### config.mk
export PLATFORM = sky130hd
export DESIGN_NAME = mux2_stream_arbiter
export DESIGN_NICKNAME = d
export VERILOG_FILES = /design/src/rtl/mux2_stream_arbiter.sv
export SDC_FILE = /design/constraint.sdc
export NUM_CORES = 1
export LEC_CHECK = 0
export BUFFER_PORTS_ARGS = -buffer_cell sky130_fd_sc_hd__clkbuf_2
export CAP_MARGIN = 10
export CORE_AREA = 2 2 39 41
export CTS_CLUSTER_DIAMETER = 50
export DETAILED_ROUTE_END_ITERATION = 8
export DIE_AREA = 0 0 41 43
export GPL_ROUTABILITY_DRIVEN = 0
export PLACE_DENSITY = 0.83
export SYNTH_ARGS = -nofsm -noshare
export SYNTH_HDL_FRONTEND = slang
export SYNTH_SLANG_ARGS = --single-unit
### constraint.sdc
create_clock -name clk -period 4.4 [get_ports clk]
set_input_delay 0.44 -clock clk [delete_from_list [all_inputs] [get_ports clk]]
set_output_delay 0.44 -clock clk [all_outputs]
set_load 0.01 [all_outputs]
### src/rtl/mux2_stream_arbiter.sv
// mux2_stream_arbiter: round-robin packet arbiter driving a 2:1 stream mux.
// The grant is held for a whole packet (until a beat with last transfers).
// Optional per-requester packet counters are enabled with MUX2_ARB_STATS_EN.
module mux2_stream_arbiter #(
    parameter int unsigned DW = 8
`ifdef MUX2_ARB_STATS_EN
    ,
    parameter int unsigned CNT_W = 16
`endif
) (
    input  logic          clk,
    input  logic          rst,
    input  logic          in0_valid,
    input  logic [DW-1:0] in0_data,
    input  logic          in0_last,
    output logic          in0_ready,
    input  logic          in1_valid,
    input  logic [DW-1:0] in1_data,
    input  logic          in1_last,
    output logic          in1_ready,
    output logic          out_valid,
    output logic [DW-1:0] out_data,
    output logic          out_last,
    input  logic          out_ready,
    output logic          sel,
    output logic          busy
`ifdef MUX2_ARB_STATS_EN
    ,
    output logic [CNT_W-1:0] pkt_cnt0,
    output logic [CNT_W-1:0] pkt_cnt1
`endif
);

    typedef enum logic [1:0] {
        IDLE = 2'd0,
        G0   = 2'd1,
        G1   = 2'd2
    } state_t;

    state_t state, state_n;
    logic   last_gnt, last_gnt_n;
    logic   sel_n;
    logic   rel0, rel1;

    // State, round-robin history and mux select registers
    always_ff @(posedge clk) begin
        if (rst) begin
            state    <= IDLE;
            last_gnt <= 1'b1;
            sel      <= 1'b0;
        end else begin
            state    <= state_n;
            last_gnt <= last_gnt_n;
            sel      <= sel_n;
        end
    end

    // Arbitration, packet-grant sequencing and handshake generation
    always_comb begin
        state_n    = state;
        last_gnt_n = last_gnt;
        sel_n      = sel;
        out_valid  = 1'b0;
        in0_ready  = 1'b0;
        in1_ready  = 1'b0;
        rel0       = 1'b0;
        rel1       = 1'b0;
        case (state)
            IDLE: begin
                // On a tie the requester that did not hold the last grant wins
                if (in0_valid && (!in1_valid || last_gnt)) begin
                    state_n = G0;
                    sel_n   = 1'b0;
                end else if (in1_valid) begin
                    state_n = G1;
                    sel_n   = 1'b1;
                end
            end
            G0: begin
                out_valid = in0_valid;
                in0_ready = out_ready;
                if (in0_valid && out_ready && in0_last) begin
                    rel0       = 1'b1;
                    last_gnt_n = 1'b0;
                    if (in1_valid) begin
                        state_n = G1;
                        sel_n   = 1'b1;
                    end else begin
                        state_n = IDLE;
                    end
                end
            end
            G1: begin
                out_valid = in1_valid;
                in1_ready = out_ready;
                if (in1_valid && out_ready && in1_last) begin
                    rel1       = 1'b1;
                    last_gnt_n = 1'b1;
                    if (in0_valid) begin
                        state_n = G0;
                        sel_n   = 1'b0;
                    end else begin
                        state_n = IDLE;
                    end
                end
            end
            default: state_n = IDLE;
        endcase
    end

    // Datapath is a plain 2:1 mux on the registered select
    assign out_data = sel ? in1_data : in0_data;
    assign out_last = out_valid & (sel ? in1_last : in0_last);
    assign busy     = (state != IDLE);

`ifdef MUX2_ARB_STATS_EN
    // Saturating count of completed packets per requester
    always_ff @(posedge clk) begin
        if (rst) begin
            pkt_cnt0 <= '0;
            pkt_cnt1 <= '0;
        end else begin
            if (rel0 && (pkt_cnt0 != {CNT_W{1'b1}})) pkt_cnt0 <= pkt_cnt0 + CNT_W'(1);
            if (rel1 && (pkt_cnt1 != {CNT_W{1'b1}})) pkt_cnt1 <= pkt_cnt1 + CNT_W'(1);
        end
    end
`endif

endmodule

# Yosys cells after proc, flatten, opt, wreduce, memory -nomap -nowiden
# Index checks and enable logic that the tools add are counted.
# op_classes
eq_ne	6
mux	21
bitwise	1
reduce_logical	14
# ops
op	n
2-to-1 mux 1 bit	11
2-to-1 mux 2 bit	5
2-to-1 mux 8 bit	1
inequality test 2 bit, second input constant	3
case mux 2 bit (3 select lines)	1
AND reduction 3 bit	2
logical AND 1 bit	5
case mux 1 bit (2 select lines)	2
AND reduction 4 bit	1
nonzero test 2 bit	2
inequality test 3 bit, second input constant	1
case mux 1 bit (3 select lines)	1
nonzero test 3 bit	1
== test 2 x 1 -> 1 bit, second input constant	1
== test 2 bit, second input constant	1
zero test 2 bit	1
AND 1 bit	1
zero test 1 bit	1
logical OR 1 bit	1
# totals
ff_bits	4
input_bits	23
out_inout_bits	14
wordCells	45

# Logic depth before layout (Yosys ltp)
# logic_depth
ltp_word	5
depth_mapped	6

# Least setup slack after synthesis
# OpenSTA, ideal clock, no wires.
# synth_timing
path_type	flip-flop to output port
startpoint	register state[1]
endpoint	output port out_last
t_arrival_ns	1.277
required_time_ns	3.960
path_slack_ns	2.683
stages_incl_launch_ff	6
path_buffers	0
path_cell_list	dfxtp_1 -> inv_1 -> ha_1 -> a22oi_1 -> nor2b_1 -> nor2b_1
# synth_between
elab_chain_len	3
word_cells_on_any_way	4
# synth_rtl
element	line	source
start, declared	40	state_t state, state_n;
start signal, assigned	52	state <= state_n;
== test 2 bit / == test 2 x 1 -> 1 bit (equally long branches)	68	case (state)
case mux 1 bit (2 select lines) (*)	68	
net out_valid	21	output logic out_valid,
AND 1 bit (*)	113	assign out_last = out_valid & (sel ? in1_last : in0_last);
end, declared	23	output logic out_last,
# Mark *: on every way through the listed nets, which the timed path passes. The rest lies on a longest branch.

# Worst setup path in the final report
# layout_timing
startpoint	register state[1]
endpoint	output port out_last
# layout_between
elab_chain_len	3
word_cells_on_any_way	4
# layout_rtl
element	line
== test 2 bit / == test 2 x 1 -> 1 bit (equally long branches)	68
case mux 1 bit (2 select lines) (*)	68
AND 1 bit (*)	113
# Mark *: on every way between the ends. The rest lies on a longest branch, timed or not.

==> impl_metrics.csv <==
group,metric,value,unit
power_and_ir_drop,ir_worst_vdd,322.2,µV
clock_network,ctsHoldBuffers,0,
critical_path,critPathMaxStageDelay,0.32,ns
clock_network,cts-root-buf,"clkbuf_4",
yosys,synth.avg_cell_area,9.183,µm²
yosys,async_reset_ff_share,0,%
status,outcome,"finished clean",
critical_path,critPathArrivalTime,1.56,ns
yosys,synth_edf_count,0,
critical_path,required,3.96,ns
timing,fin_ws,2.401,ns
global_route,antenna_found_initial,0,
critical_path,crit_top_cell,"nor2b_1",
yosys,yosys.cell_count.top_type,"mux2_2",
detailed_routing,first_iter_violations,8,
detailed_routing,vias,541,
timing,clock.fmax,500.3,MHz
clock_network,path_clk_slew,0.03,ns
timing,relSlewSlack,64.95,%
timing,tns,0,ns
power_and_ir_drop,total_power,0.4198,mW
timing,slew_violations,0,
timing,tightestPinTransition,0.5192,ns
yosys,synth_seq_cells,4,
global_route,groute.usage.overall,14.04,%
yosys,synth_ff_type,"dfxtp_1",
critical_path,crit_path_end_kind,"primary output",
finish,drive_gt1_share,57.14,%
detailed_routing,wire_per_inst,11.55,µm
floorplan,initial_core_util,35.17,%
placement,hpwl,1062,µm
clock_network,numCtsBuffers,3,
timing,period_share,45.43,%
critical_path,crit_chain,"inv_1 > ha_1 > a22oi_1 > nor2b_1 > nor2b_1 > clkbuf_2",
detailed_routing,dr.pass1.iters,4,
clock_network,clk_latency,0.23,ns
detailed_routing,detail_route.vias_per_cell,5.056,
global_route,grt_overflow_total,0,
floorplan,die_h,43,µm
critical_path,crit_type,"reg2out",
yosys,synth_common_cells,"mux2_2 (8), ha_1 (6), dfxtp_1 (4)",
timing,rsz0062_at_grt,"false",
clock_network,cts_setup_buffers,0,
critical_path,path_buf_inv,2,
finish,diodes,0,
job,max_cap_viol_count,0,
floorplan,rows,14,
placement,dpl.cell_count,104,
finish,nets,122,
yosys,synth_cells,53,
floorplan,io_pins,37,
timing,setup_violations,0,
finish,fill_cells,145,
yosys,yosys_warnings,0,
floorplan,die_w,41,µm
global_route,grt_pass1_wl,1711,µm
timing,period_minus_slack,1.999,ns
global_route,grt_pass1_vias,438,
yosys,ys_seq_area_share,16.45,%
yosys,synth_nets,82,
placement,place_ws,2.635,ns
detailed_routing,drt-total-wl,1236,µm
yosys,synth_top_area_share,18.51,%
detailed_routing,ant_nets,0,
finish,area_delta_synth_final,44.73,%
yosys,ys_top_cells_by_area,"mux2_2 (19%), dfxtp_1 (16%), ha_1 (15%), a22oi_4 (4.4%), mux2i_1 (4.1%)",
yosys,netlist_area,486.7,µm²
critical_path,start_kind,"register",
clock_network,clockBufferDepth,2,
hold_path,hold_class,"in2reg",
detailed_routing,route.detailed.drc,0,
critical_path,crit_family,"flip-flops",
timing,skew,0.001812,ns
timing,finalHoldViolations,0,
power_and_ir_drop,p_leak,0.3572,nW
yosys,ys_types,28,
critical_path,cp_max_fo,6,
finish,layout.cells.non_filler,107,
floorplan,core_area,1384,µm²
floorplan,die_area,1763,µm²
critical_path,crit_slowest_cell,"dfxtp_1",
global_route,grt_max_degree,13,
power_and_ir_drop,powerDensity,596.0,nW/µm²
yosys,synth_top_cell_by_area,"mux2_2",
placement,numPortBuffers,36,
clock_network,cts_sinks,4,
clock_network,cts_tree,"yes",
clock_network,cts_max_level,1,
clock_network,post_cts_resized,0,
[layer usage]
layer | wire length, µm | track usage [%]
met2 | 589 | 24.38
met5 | 0 | 0
met3 | 190 | 4.712
met1 | 456 | 14.10
met4 | 0 | 6.000
[sequential cells by signal (all words and copies together), names as in the netlist]
signal    flops
sel           1
state         2
last_gnt      1
[cell usage in the layout, fill, tap and decap left out, types with 2 or more instances in the layout]
master    netlist  layout
mux2i_1         2       2
nor2b_1         3       3
nand2b_1        2       2
mux2_2          8       8
dfxtp_1         4       4
nand2_1         2       2
inv_1           3       3
nor2_1          3       3
and2_1          2       2
clkbuf_4        0       3
clkbuf_2        0      36
ha_1            6       6
[power breakdown]
part | switching, mW | total, mW | internal (mW)
clock | 0.0132 | 0.0436 | 0.0304
sequential | 0.0274 | 0.0825 | 0.0551
combinational | 0.141 | 0.294 | 0.152
total | 0.182 | 0.420 | 0.238
[logic make-up (layout without fill, tap and decap cells)]
family	after synthesis	after routing	synth area share, %
simple gates	18	18	21.85
compound gates	11	11	20.31
mux	10	10	22.62
fa+ha+maj	6	6	15.42
flops	4	4	16.45
buf+inv	4	42	3.341
[path summary, 6_finish.rpt]
| kind | from | endpoint | slack, ns | cells past startpoint |
|---|---|---|---|---|
| worst max-delay path | state[1] | out_last | 2.40 | 6 |
| worst min-delay path | rst | state[0] | 0.49 | 2 |
| worst max register to register | state[1] | sel | 2.82 | 4 |
| worst min register to register | last_gnt | last_gnt | 0.62 | 2 |
[cell type report]
type / instances / area [µm²] / share of cell area, %
clock buffer: 3 / 22.52 / 3.197
multi-input combinational: 45 / 390.4 / 55.42
inverter: 3 / 11.26 / 1.599
timing repair buffer: 36 / 180.2 / 25.58
tap: 16 / 20.02 / 2.842
sequential: 4 / 80.08 / 11.37
[stage by stage]
step / area (µm²) / utilization, % / hold slack [ns]
global placement: 681.9 / 49.28 / 0.5910
global route: 704.4 / 50.90 / 0.4948
finish: 704.4 / 50.90 / 0.4935
floorplan: 486.7 / - / 0.5399
CTS: 704.4 / 50.90 / 0.4814
detailed placement: 681.9 / 49.28 / 0.6131
Power figures use the tool's default switching activity.
